### config.mk
export PLATFORM = sky130hd
export DESIGN_NAME = fpcvt_expander
export DESIGN_NICKNAME = d
export VERILOG_FILES = /design/src/rtl/fpcvt_expander.sv
export SDC_FILE = /design/constraint.sdc
export NUM_CORES = 1
export LEC_CHECK = 0
export BUFFER_PORTS_ARGS = -buffer_cell sky130_fd_sc_hd__clkbuf_2
export CAP_MARGIN = 10
export CORE_ASPECT_RATIO = 1.5
export CORE_MARGIN = 3
export CORE_UTILIZATION = 58
export DETAILED_ROUTE_END_ITERATION = 7
export PLACE_DENSITY = 0.83
export SYNTH_ARGS = -nofsm -noshare
export SYNTH_HDL_FRONTEND = slang
export SYNTH_SLANG_ARGS = --single-unit
### constraint.sdc
create_clock -name clk -period 3 [get_ports clk]
set_clock_uncertainty 0.1 [all_clocks]
set_input_delay 0.15 -clock clk [delete_from_list [all_inputs] [get_ports clk]]
set_output_delay 0.15 -clock clk [all_outputs]
set_load 0.005 [all_outputs]
### src/rtl/fpcvt_expander.sv
// fpcvt_expander: rebuilds a 12-bit two's-complement linear value from a
// compressed FPCVT sample (sign S, exponent E, significand F).
//
// Ports
//   clk        system clock, rising edge
//   rst        asynchronous active-high reset
//   in_valid   S/E/F hold a sample
//   in_ready   block can accept a sample (IDLE only)
//   S, E, F    compressed sample: sign, exponent 0..7, significand 0..15
//   out_valid  D_out holds a finished result (HOLD only)
//   out_ready  consumer accepts D_out
//   D_out      reconstructed value, two's complement
//   busy       high in SHIFT or HOLD
//
// State  | meaning
// IDLE   | waiting for a sample, in_ready high
// SHIFT  | denormalising, one left shift per clock while cnt != 0
// HOLD   | result presented on D_out until the consumer takes it
module fpcvt_expander #(
  parameter int OUT_W = 12
) (
  input  logic             clk,
  input  logic             rst,
  input  logic             in_valid,
  output logic             in_ready,
  input  logic             S,
  input  logic [2:0]       E,
  input  logic [3:0]       F,
  output logic             out_valid,
  input  logic             out_ready,
  output logic [OUT_W-1:0] D_out,
  output logic             busy
);

  typedef enum logic [1:0] {
    IDLE  = 2'd0,
    SHIFT = 2'd1,
    HOLD  = 2'd2
  } state_t;

  localparam logic [OUT_W-1:0] ONE = 1;

  state_t           state;
  state_t           state_nxt;
  logic             sgn;
  logic [2:0]       cnt;
  logic [OUT_W-1:0] mag;

  always_ff @(posedge clk or posedge rst) begin
    if (rst) begin
      state <= IDLE;
    end else begin
      state <= state_nxt;
    end
  end

  always_comb begin
    state_nxt = state;
    case (state)
      IDLE:    if (in_valid)  state_nxt = SHIFT;
      SHIFT:   if (cnt == 3'd0) state_nxt = HOLD;
      HOLD:    if (out_ready) state_nxt = IDLE;
      default: state_nxt = IDLE;
    endcase
  end

  // cnt is a down-counter; the terminal count (0) is the edge that
  // publishes the result, so a sample with E shifts takes E+1 clocks.
  always_ff @(posedge clk or posedge rst) begin
    if (rst) begin
      sgn   <= 1'b0;
      cnt   <= 3'd0;
      mag   <= '0;
      D_out <= '0;
    end else begin
      case (state)
        IDLE: begin
          if (in_valid) begin
            sgn <= S;
            cnt <= E;
            mag <= {{(OUT_W-4){1'b0}}, F};
          end
        end
        SHIFT: begin
          if (cnt != 3'd0) begin
            mag <= mag << 1;
            cnt <= cnt - 3'd1;
          end else begin
            // Magnitude tops out at 1920, so negation never overflows and
            // a negative zero naturally comes out as 0.
            D_out <= sgn ? (~mag + ONE) : mag;
          end
        end
        default: ;
      endcase
    end
  end

  always_comb begin
    in_ready  = (state == IDLE);
    out_valid = (state == HOLD);
    busy      = (state != IDLE);
  end

endmodule

Yosys cells after proc, flatten, opt, wreduce, memory -nomap -nowiden --
Index checks and enable logic that the tools add are counted.
Word-level totals: register bits 30, output and inout bits 15, ROM bits 0, memories kept 0, latch bits 0, memory bits (writable) 0, logic and storage cells 35
Operators by class: mux-type cells 11, reductions and logical operators 9, equality and inequality tests 6, add/sub/neg operators 2, multiply operators 0, divide/modulo/power cells 0, magnitude comparators 0, bitwise logic cells 2, shift-type cells 0
Operator list (count):
- 12-bit two-way mux | 3
- 12-bit one-hot mux with 2 select lines | 1
- 12-bit by 1-bit adder with 12-bit output, second input constant | 1
- 12-bit NOT | 1
- 2-bit two-way mux | 3
- 3-bit two-way mux | 2
- 2-bit inequality test, second input constant | 3
- 2-bit one-hot mux with 3 select lines | 1
- 3-bit one-hot mux with 2 select lines | 1
- 3-bit AND reduction | 2
- 2-bit AND reduction | 2
- 2-bit nonzero test | 2
- 3-bit logical NOT | 1
- 3-bit nonzero test | 1
- 3-bit by 1-bit subtractor with 3-bit output, second input constant | 1
- 2-bit by 1-bit equality test with 1-bit output, second input constant | 1
- 2-bit equality test, second input constant | 1
- 2-bit logical NOT | 1
- 2-bit by 1-bit inequality test with 1-bit output, second input constant | 1
- 1-bit NOT | 1

Logic depth before layout (Yosys ltp) --
Gate-level depths: netlist of run 1.
word-level depth 3, mapped depth 8

Worst setup path after synthesis of run 1 --
Ideal clock, no wire load.
path type reg-to-reg, start point register mag[0], end point register D_out[8], setup slack 1.173 ns, stages on the path, launching flop included 7, data arrival time 1.590 ns, path buffers 0, required time 2.763 ns, period minus slack after synthesis 1.827 ns, library setup time 0.137 ns, cells stage by stage dfrtp_1 > inv_1 > ha_1 > or4b_4 > o41ai_1 > xor2_1 > a21oi_1
On the way: cells in the longest elaborated chain, start to end 3
Ends and longest elaborated chain:
- start: declaration | line 47 | logic [OUT_W-1:0] mag;
- start signal: assignment | line 81 | mag <= {{(OUT_W-4){1'b0}}, F};
- start signal: assignment | line 86 | mag <= mag << 1;
- 12-bit NOT | line 91 | D_out <= sgn ? (~mag + ONE) : mag;
- 12-bit by 1-bit adder with 12-bit output | line 91
- 12-bit two-way mux | line 91
- end signal: assignment | line 91
- end: declaration | line 31 | output logic [OUT_W-1:0] D_out,
Every way passes these cells. A chain may end at the register's enable or synchronous reset.

Worst setup path in the final report of run 1 --
start point register cnt[0], end point register cnt[0]
On the way: cells in the longest elaborated chain, start to end 3
Ends and longest elaborated chain:
- start: declaration | line 46 | logic [2:0] cnt;
- start signal: assignment | line 87 | cnt <= cnt - 3'd1;
- 3-bit by 1-bit subtractor with 3-bit output or 3-bit nonzero test (tied branches) | line 87, 85
- 3-bit two-way mux or 2-bit inequality test (tied branches)
- 3-bit one-hot mux with 2 select lines or 3-bit AND reduction (tied branches)
Several ways; a longest one is shown, not always the timed one. The select of a mux whose other input is x is not followed.

==> results of run 1 <==
==> cell families (layout without fill, tap and decap cells) <==
family / count (synthesis) / count (layout) / share of synthesized area [%]
AOI/OAI and AO/OA: 39 / 39 / 16.4
xor gates and xnor gates: 10 / 10 / 5.87
adders and majority gates: 3 / 3 / 2.52
buffers and inverters: 16 / 51 / 4.19
DFF: 30 / 30 / 50.3
muxes: 3 / 3 / 2.18
and+or+nand+nor: 58 / 58 / 18.5
==> cell type report <==
class,count,area share [%]
clock buffers,6,2.90
clock inverters,2,0.707
inverters,8,1.70
multi-input cells,113,38.3
flip-flops and latches,30,42.4
well taps,23,1.63
repair buffers,35,12.3
==> flip-flops by register name, summed over array words and instances, names as in the netlist <==
signal	count
D_out	12
cnt	3
mag	12
sgn	1
state	2
==> power breakdown <==
part	leakage [nW]	total (mW)	switching [mW]	internal [mW]
sequential	0.366	0.774	0.186	0.589
combinational	0.450	0.973	0.551	0.422
clock	0.0343	0.253	0.141	0.112
==> per-layer routing <==
metal | track usage, % | share of wire (%)
met5 | 0 | 0
met4 | 9.34 | 1.9
met3 | 6.32 | 3.8
met2 | 39.9 | 56
met1 | 26.3 | 39
==> timing repair <==
item / CTS / global route
hold buffers: 7 / 1
hold endpoints to repair: 36 / 1
setup endpoints to repair: 0 / 0
==> through the flow <==
step | worst slack, ns | power [mW] | instance area (um2) | util (%)
6_report | 0.863 | 2.00 | 1770 | 75.7
5_1_grt | 0.670 | 2.20 | 1770 | 75.7
4_1_cts | 0.859 | 2.01 | 1760 | 75.2
3_5_place_dp | 0.885 | 1.74 | 1630 | 69.5
3_3_place_gp | 0.980 | 1.67 | 1630 | 69.5
2_1_floorplan | 1.17 | 1.49 | 1490 | -
==> cells in the mapped netlist, types with 2 or more instances <==
cell	n
a31oi_1	3
nor2_1	19
dfrtp_1	30
o41ai_1	2
mux2_2	2
xnor2_1	2
clkbuf_1	6
or2_2	2
o21ai_0	14
o31ai_1	2
nand2_1	23
a21oi_1	13
xor2_1	8
nor2b_1	3
buf_2	2
inv_1	8
or3_1	2
nand3_1	3
ha_1	3
==> path summary, 6_finish.rpt <==
check / startpoint / endpoint / slack (ns) / cells after the start
max in group asynchronous: rst / mag[7]$_DFFE_PP0P_ / 1.67 / 3
min in group asynchronous: rst / mag[1]$_DFFE_PP0P_ / 0.49 / 3
worst min register to register: D_out[0]$_DFFE_PP0P_ / D_out[0]$_DFFE_PP0P_ / 0.41 / 1
worst max register to register: cnt[0]$_DFFE_PP0P_ / cnt[0]$_DFFE_PP0P_ / 0.86 / 7
worst max-delay path: cnt[0]$_DFFE_PP0P_ / cnt[0]$_DFFE_PP0P_ / 0.86 / 7
worst min-delay path: E[1] / cnt[1]$_DFFE_PP0P_ / 0.008 / 3
==> worst reg2reg max path: stages (launching register included) <==
cell and delay (ns):
dfrtp_1 0.34, inv_1 0.08, ha_1 0.21, and3b_1 0.17, or3_1 0.58, inv_1 0.33
nand3_1 0.13, o211ai_1 0.13
==> metrics.txt, run 1 <==
Nets=208; mean area per synthesized cell=9.38 um2; share of the synthesized area in the top cell type=50.3%; vias=1200; most frequent cells in the layout=dfrtp_1, clkbuf_2, nand2_1; global-route wire length before repair=5.19 mm; Mapped Cells=159; WS Path Type=register to register; Slew Viols, Final=0; sequential-to-total area share from yosys stat=50.3%; final wirelength=3.07 mm; CP endpoint kind=register; Storage cell area=751 um2; Filler cells=178; CTS HTree Levels=2; minimum clock period=2.14 ns; Setup TNS=0 ns; Critical path buffers and inverters=2; Max transition margin=29.5%; Setup-failing EPs final=0; Yosys cell types=31; Layout Cells excl Fill=217; biggest cell delay along the critical path=0.58 ns; Tcrit/Tclk final=71.2%; CTS buffer count=5; initial cell density of the core=63.8%; Post-synth EDFFs=0; Clock Latency Late Sink=0.34 ns; WL/cell=14.2 um; Post-CTS Setup Bufs=0; Max-cap violations=0; GPL Wtd Cong=0.836; Post-Synthesis Net Count=174; # rows=21; initial drt markers=27; CP delay by family, top=simple AND/OR/NAND/NOR gates; Cell Area, Synth=0.00149 mm2; worst-path cell chain=inv_1, ha_1, and3b_1, or3_1, inv_1, nand3_1, o211ai_1; Synth area leaders=dfrtp_1, nand2_1, nor2_1; CP Max Fanout=21; fmax=0.468 GHz; ys async rst share=100%; clk slew on worst S/H paths=0.10 ns; antenna violations before repair=0; P_leak=0.850 nW; P&R area growth vs syn=18.6%; Arrival @ worst endpoint=2.30 ns; Multi-input gate area=678 um2; Startpoint Class=register; WP data required=3.16 ns; Port Buf Inserts=26; Hold Path Class=input port to register; hold_ws=0.00765 ns; most common cell after layout, fill and taps aside=dfrtp_1; CTS resizes=0; die width=47.4 um; CTS tree=built; Slew @ Worst Pin=1.06 ns; layout cells sized above 1=22.2%; vias per cell=5.53; PwrDens=1130 mW/mm2; Yosys top cell by area=dfrtp_1; CP most frequent cell=inv_1; I/O pin count=27; DIE AREA=0.00323 mm2; antenna cells=0; Final ANT Viol Nets=0; Slowest-stage cell, CP=or3_1; DRC Markers=0; largest net degree at the start of global routing=31; clock sink total=30; Peak VDD IR=689 uV; RSZ-0062 raised after global routing=no; Post-Place Cells=201; status=finished, final reports clean; Yosys reg bits=30; gr ovfl total=0; Root Buffer Master=clkbuf_4; Final Hold Fails=0; Syn. warnings=0; die height=68.1 um; core footprint=0.00234 mm2; first-pass detailed-route iteration total=4; clock buffer depth=2; vias in the first global route=1123; DPL Wire Length=2.18 mm; Top FF cell, synth=dfrtp_1; total global-route track usage=23.3%
Power figures use the tool's default switching activity.
==> run 2, diff against run 1 <==
ABC_AREA = 1   (was default)
CORE_UTILIZATION = 55   (was 58)
PLACE_DENSITY = 0.79   (was 0.83)
clock period = 2.2 ns   (was 3 ns; I/O delays follow)
==> run 2 against run 1 <==
Against the previous run: flip-flop and latch count unchanged; synthesized cell count up 21%; first-iteration DRC count up 48%; maximum frequency up 27%; die area up 8.9%; synthesized area up 4.3%; register-to-register slack worse by 0.34 ns.
==> metrics.txt, run 2 <==
Synth area leaders=dfrtp_1, nand2_1, nand3_1; Clock Latency Late Sink=0.28 ns (-0.06 ns); clk slew on worst S/H paths=0.06 ns (-0.04 ns); DIE AREA=0.00352 mm2 (+8.9%); # rows=23 (+9.5%); WP data required=2.29 ns (-0.87 ns); CTS buffer count=5 (unchanged); gr ovfl total=0 (unchanged); PwrDens=1520 mW/mm2 (+35%); vias in the first global route=1240 (+10%); Yosys cell types=22 (-29%); largest net degree at the start of global routing=31 (unchanged); ys async rst share=100% (unchanged); top-count cell post-synth=nand2_1; global-route wire length before repair=5.39 mm (+3.9%); initial drt markers=40 (+48%); WL/cell=11.8 um (-16%); final wirelength=3.09 mm (+0.55%); Root Buffer Master=clkbuf_8; CP Max Fanout=30 (+43%); total global-route track usage=19.8% (-3.5 points); CP endpoint kind=register; Peak VDD IR=1170 uV (+70%); die height=71.1 um (+4.4%); sequential-to-total area share from yosys stat=48.3% (-2.1 points); Final ANT Viol Nets=0 (unchanged); Cell Area, Synth=0.00156 mm2 (+4.3%); P_leak=0.928 nW (+9.1%); clock sink total=30 (unchanged); status=finished, final reports clean; Yosys top cell by area=dfrtp_1; initial cell density of the core=58.1% (-5.7 points); Startpoint Class=register; Tcrit/Tclk final=76.4% (+5.1 points); vias=1333 (+11%); CTS tree=built; DRC Markers=0 (unchanged); Arrival @ worst endpoint=1.77 ns (-0.53 ns); WS Path Type=register to register; Filler cells=238 (+34%); share of the synthesized area in the top cell type=48.3% (-2.1 points); CP most frequent cell=nand2_2; Max transition margin=67.8% (+38 points); vias per cell=5.11 (-7.6%); Setup-failing EPs final=0 (unchanged); top flop regs=D_out (12), mag (12), cnt (3); Setup TNS=0 ns (unchanged); first-pass detailed-route iteration total=4 (unchanged); top cells by count, synth=nand2_1, dfrtp_1, inv_1, nand3_1, nor2_1; final core utilization=67.4% (-8.2 points); mean area per synthesized cell=8.10 um2 (-14%); most common cell after layout, fill and taps aside=nand2_1; Hold Path Class=input port to register; RSZ-0062 raised after global routing=no; Slowest-stage cell, CP=dfrtp_1; antenna violations before repair=0 (unchanged); P&R area growth vs syn=16.0%; Max-cap violations=0 (unchanged); die width=49.4 um (+4.3%); DPL Wire Length=2.32 mm (+6.6%); minimum clock period=1.68 ns (-0.457 ns); I/O pin count=27 (unchanged); Top FF cell, synth=dfrtp_1; Slew Viols, Final=0 (unchanged); layout cells sized above 1=18.8% (-3.4 points); clock buffer depth=2 (unchanged); Yosys reg bits=30 (unchanged); CTS resizes=0 (unchanged); fmax=0.595 GHz (+27%); biggest cell delay along the critical path=0.39 ns (-0.19 ns); Slew @ Worst Pin=0.482 ns (-0.575 ns); Syn. warnings=0 (unchanged); Final Hold Fails=0 (unchanged); Post-synth EDFFs=0 (unchanged); antenna cells=0 (unchanged); Post-Synthesis Net Count=207 (+19%); core footprint=0.00268 mm2 (+14%); CTS HTree Levels=2 (unchanged); worst-path cell chain=inv_1, nand2_4, inv_4, nand2_2, nand2_2, o211ai_1, o21ai_1; Port Buf Inserts=26 (unchanged); most frequent cells in the layout=nand2_1, dfrtp_1, clkbuf_2; Nets=239 (+15%); Mapped Cells=192 (+21%); GPL Wtd Cong=0.779 (-6.8%)
[run 2: per-stage QoR]
stage          worst slack, ns  hold WS (ns)  total power [mW]  area (um2)  cells
6_report                 0.520       0.00187              2.75        1800    261
5_1_grt                  0.334        0.0226              3.03        1800    261
4_1_cts                  0.509       0.00206              2.77        1800    261
3_5_place_dp             0.533        0.0876              2.36        1690    250
3_3_place_gp             0.628        0.0729              2.29        1690    250
2_1_floorplan            0.828        0.0963              2.09        1560    192
[run 2: report_power, final]
group	switching, mW	leakage, nW	internal, mW
registers	0.193	0.380	0.789
clock network	0.178	0.0383	0.217
logic	0.863	0.510	0.510
total	1.23	0.928	1.52
[run 2: worst paths after layout]
check / endpoint / from / slack, ns / depth (start not counted)
setup / recovery: mag[3]$_DFFE_PP0P_ / state[1]$_DFFE_PP0P_ / 0.52 / 7
hold / removal: mag[1]$_DFFE_PP0P_ / F[1] / 0.002 / 3
setup reg to reg: mag[3]$_DFFE_PP0P_ / state[1]$_DFFE_PP0P_ / 0.52 / 7
hold reg to reg: D_out[5]$_DFFE_PP0P_ / D_out[5]$_DFFE_PP0P_ / 0.38 / 2
max in group asynchronous: mag[7]$_DFFE_PP0P_ / rst / 1.39 / 4
min in group asynchronous: cnt[2]$_DFFE_PP0P_ / rst / 0.33 / 4
[run 2: worst max-delay path, delay by kind of cell, from the launching register on]
family                 cells  cell delay, ns
buffers and inverters      2            0.30
DFF                        1            0.39
and+or+nand+nor            3            0.53
AOI/OAI and AO/OA          2            0.26
[run 2: logic make-up (layout without fill, tap and decap cells)]
kind of cell | count (synthesis) | after routing | synth area share (%)
XOR/XNOR | 3 | 3 | 1.69
adder cells (fa/ha/maj) | 3 | 3 | 2.41
AO/OA/AOI/OAI | 34 | 34 | 12.9
buffers and inverters | 32 | 64 | 9.98
flip-flops | 30 | 30 | 48.3
AND/OR/NAND/NOR | 90 | 90 | 24.8
[run 2: cell type report]
cell class	instances	area (um2)	share of cell area [%]
repair buffers	32	185	10.3
well taps	37	46.3	2.57
multi-input cells	130	649	36.0
clock buffers	7	76.3	4.23
inverters	25	96.3	5.34
flip-flops and latches	30	751	41.6
[run 2: repair_timing]
item                                   4_1_cts  5_1_grt
endpoints found under the hold margin       33        0
setup endpoints to repair                    0        0
hold buffers                                 4        0
buffers inserted                             0        0
[run 2: per-layer routing]
| metal | global-route usage [%] | part of all wire [%] |
|---|---|---|
| met5 | 0 | 0 |
| met4 | 8.31 | 1.9 |
| met3 | 4.42 | 4.8 |
| met2 | 34.9 | 52 |
| met1 | 22.9 | 42 |
==> run 3, diff against run 2 <==
clock period = 1.6 ns   (was 2.2 ns; I/O delays follow)
==> run 3 against run 2 <==
Against the previous run: clock power increased by 45%; sequential share of layout area is 2.4 points lower; maximum frequency is 13% higher; critical path depth decreased by 3; final cell count is 3.1% higher; non-clock buffer count grew 9; critical path type unchanged; utilization is 4.2 points higher; highest routed layer unchanged; first-iteration DRC count fell by 33%; register-to-register slack worse by 0.41 ns; flip-flop and latch count is the same; count of clock-buffer cells in the layout decreased by 1; die area unchanged.
==> metrics.txt, run 3 (synthesized netlist as in run 2, its figures left out) <==
status=finished, final reports clean; vias in the first global route=1346 (+8.5%); DRC Markers=0 (unchanged); Setup TNS=0 ns (unchanged); Comb power frac=52.3% (+2.4 points); top flop regs=D_out (12), mag (12), cnt (3); RR Startpoint=state[0]$_DFFE_PP0P_; CTS buffer count=5 (unchanged); fmax=0.671 GHz (+13%); Setup-failing EPs final=0 (unchanged); gr ovfl total=0 (unchanged); DIE AREA=0.00352 mm2 (unchanged); initial drt markers=27 (-33%); P&R area growth vs syn=23.2%; Sw Pwr=1.79 mW (+45%); most frequent cells in the layout=nand2_1, dfrtp_1, clkbuf_2; clock buffer depth=2 (unchanged); WS Path Type=register to register; final wirelength=3.28 mm (+6.2%); die width=49.4 um (unchanged); Filler cells=223 (-6.3%); Final ANT Viol Nets=0 (unchanged); initial cell density of the core=58.1% (unchanged); Final Hold Fails=0 (unchanged); CTS tree=built; layout cells sized above 1=22.0% (+3.2 points); core footprint=0.00268 mm2 (unchanged); CTS HTree Levels=2 (unchanged); Nets=248 (+3.8%); Final WS setup=0.110 ns (-0.409 ns); Max transition margin=70.4% (+2.7 points); most common cell after layout, fill and taps aside=nand2_1; GPL Wtd Cong=0.819 (+5.1%); die height=71.1 um (unchanged); global-route wire length before repair=5.78 mm (+7.3%); final core utilization=71.6% (+4.2 points); r2r setup slk=0.11 ns (-0.41 ns); antenna cells=0 (unchanged); Clock Latency Late Sink=0.28 ns (about the same); clk slew on worst S/H paths=0.06 ns (about the same); internal power=2.27 mW (+50%); I/O pin count=27 (unchanged); vias=1389 (+4.2%); clock sink total=30 (unchanged); switching share of power=44.1% (-0.76 points); Tcrit/Tclk final=93.1% (+17 points); CP endpoint=mag[0]$_DFFE_PP0P_; RSZ-0062 raised after global routing=no; Post-CTS Setup Bufs=0 (unchanged); PwrDens=2120 mW/mm2 (+39%); Seq pwr share=33.5% (-2.2 points); antenna violations before repair=0 (unchanged); Port Buf Inserts=26 (unchanged); Hold Path Class=input port to register; vias per cell=5.16 (+1.1%); WP data required=1.70 ns (-0.59 ns); Slew @ Worst Pin=0.443 ns (-0.0384 ns); Startpoint Class=register; CP Max Fanout=4 (-87%); pre-CTS WS=0.0626 ns (-0.470 ns); first-pass detailed-route iteration total=4 (unchanged); # rows=23 (unchanged); Tot Pwr=4.06 mW (+48%); largest net degree at the start of global routing=31 (unchanged); DPL Wire Length=2.33 mm (+0.34%); CP startpoint=state[0]$_DFFE_PP0P_; minimum clock period=1.49 ns (-0.191 ns); Peak VDD IR=1380 uV (+18%); Max-cap violations=0 (unchanged); Reg2Reg Depth=4 (-3); Arrival @ worst endpoint=1.59 ns (-0.18 ns); Root Buffer Master=clkbuf_8; WL/cell=12.2 um (+3.0%); Reg2Reg Capture Point=mag[0]$_DFFE_PP0P_; total global-route track usage=21.5% (+1.7 points); Slew Viols, Final=0 (unchanged); hold_ws=0.0591 ns (+0.0572 ns); CP endpoint kind=register; Clock power frac=14.2% (-0.2 points); P_leak=0.973 nW (+4.9%)
## run 3: cell count changes in the layout (fill, tap and decap cells not counted), sizes merged
cell	previous run	this run
dlygate4sd3	4	10
buf	2	5
clkbuf	33	32
## run 3: what timing repair did
| item | 4_1_cts | 5_1_grt |
|---|---|---|
| hold endpoints to repair | 37 | 0 |
| hold buffers | 10 | 0 |
| setup endpoints to repair | 0 | 11 |
| resized for setup | 0 | 6 |
## run 3: routing by layer
metal	GRT usage, %	share of wire [%]	vias to the layer above
li1	-	-	698
met1	24.3	41	643
met2	36.9	52	40
met3	5.26	4.9	8
met4	11.7	2.6	0
met5	0	0	-
## run 3: layout make-up
class,instances,area (um2),area share (%)
Clock buffer,6,82.6,4.31
Tap cell,37,46.3,2.42
Multi-Input combinational cell,130,657,34.3
Inverter,25,98.8,5.16
Sequential cell,30,751,39.2
Timing Repair Buffer,41,280,14.6
## run 3: worst max-delay path: stages (launching register included)
cell	delay [ns]
dfrtp_1	0.43
nor2_2	0.18
nand3_1	0.08
dlygate4sd3_1	0.56
o21ai_0	0.07
## run 3: power groups by stage
stage	combinational (mW)	clock, mW	sequential, mW
6_report	2.12	0.574	1.36
5_1_grt	2.43	0.625	1.41
3_5_place_dp	2.05	0	1.36
4_1_cts	2.09	0.600	1.35
3_3_place_gp	1.96	0	1.34
2_1_floorplan	1.58	0	1.30
## run 3: stage by stage
step / cells / area (um2)
after CTS: 269 / 1910
final: 269 / 1920
after global routing: 269 / 1920
after detailed placement: 253 / 1720
after floorplan: 192 / 1560
after global placement: 253 / 1720
## run 3: worst min path at each step
| stage | from | endpoint | slack (ns) | cells past startpoint |
|---|---|---|---|---|
| floorplan | rst | D_out[0]$_DFFE_PP0P_ | 0.07 | 1 |
| global placement | rst | state[1]$_DFFE_PP0P_ | 0.05 | 3 |
| detailed placement | rst | state[1]$_DFFE_PP0P_ | 0.05 | 3 |
| CTS | E[0] | cnt[0]$_DFFE_PP0P_ | 0.05 | 5 |
| global route | E[0] | cnt[0]$_DFFE_PP0P_ | 0.09 | 5 |
| finish | E[0] | cnt[0]$_DFFE_PP0P_ | 0.06 | 5 |
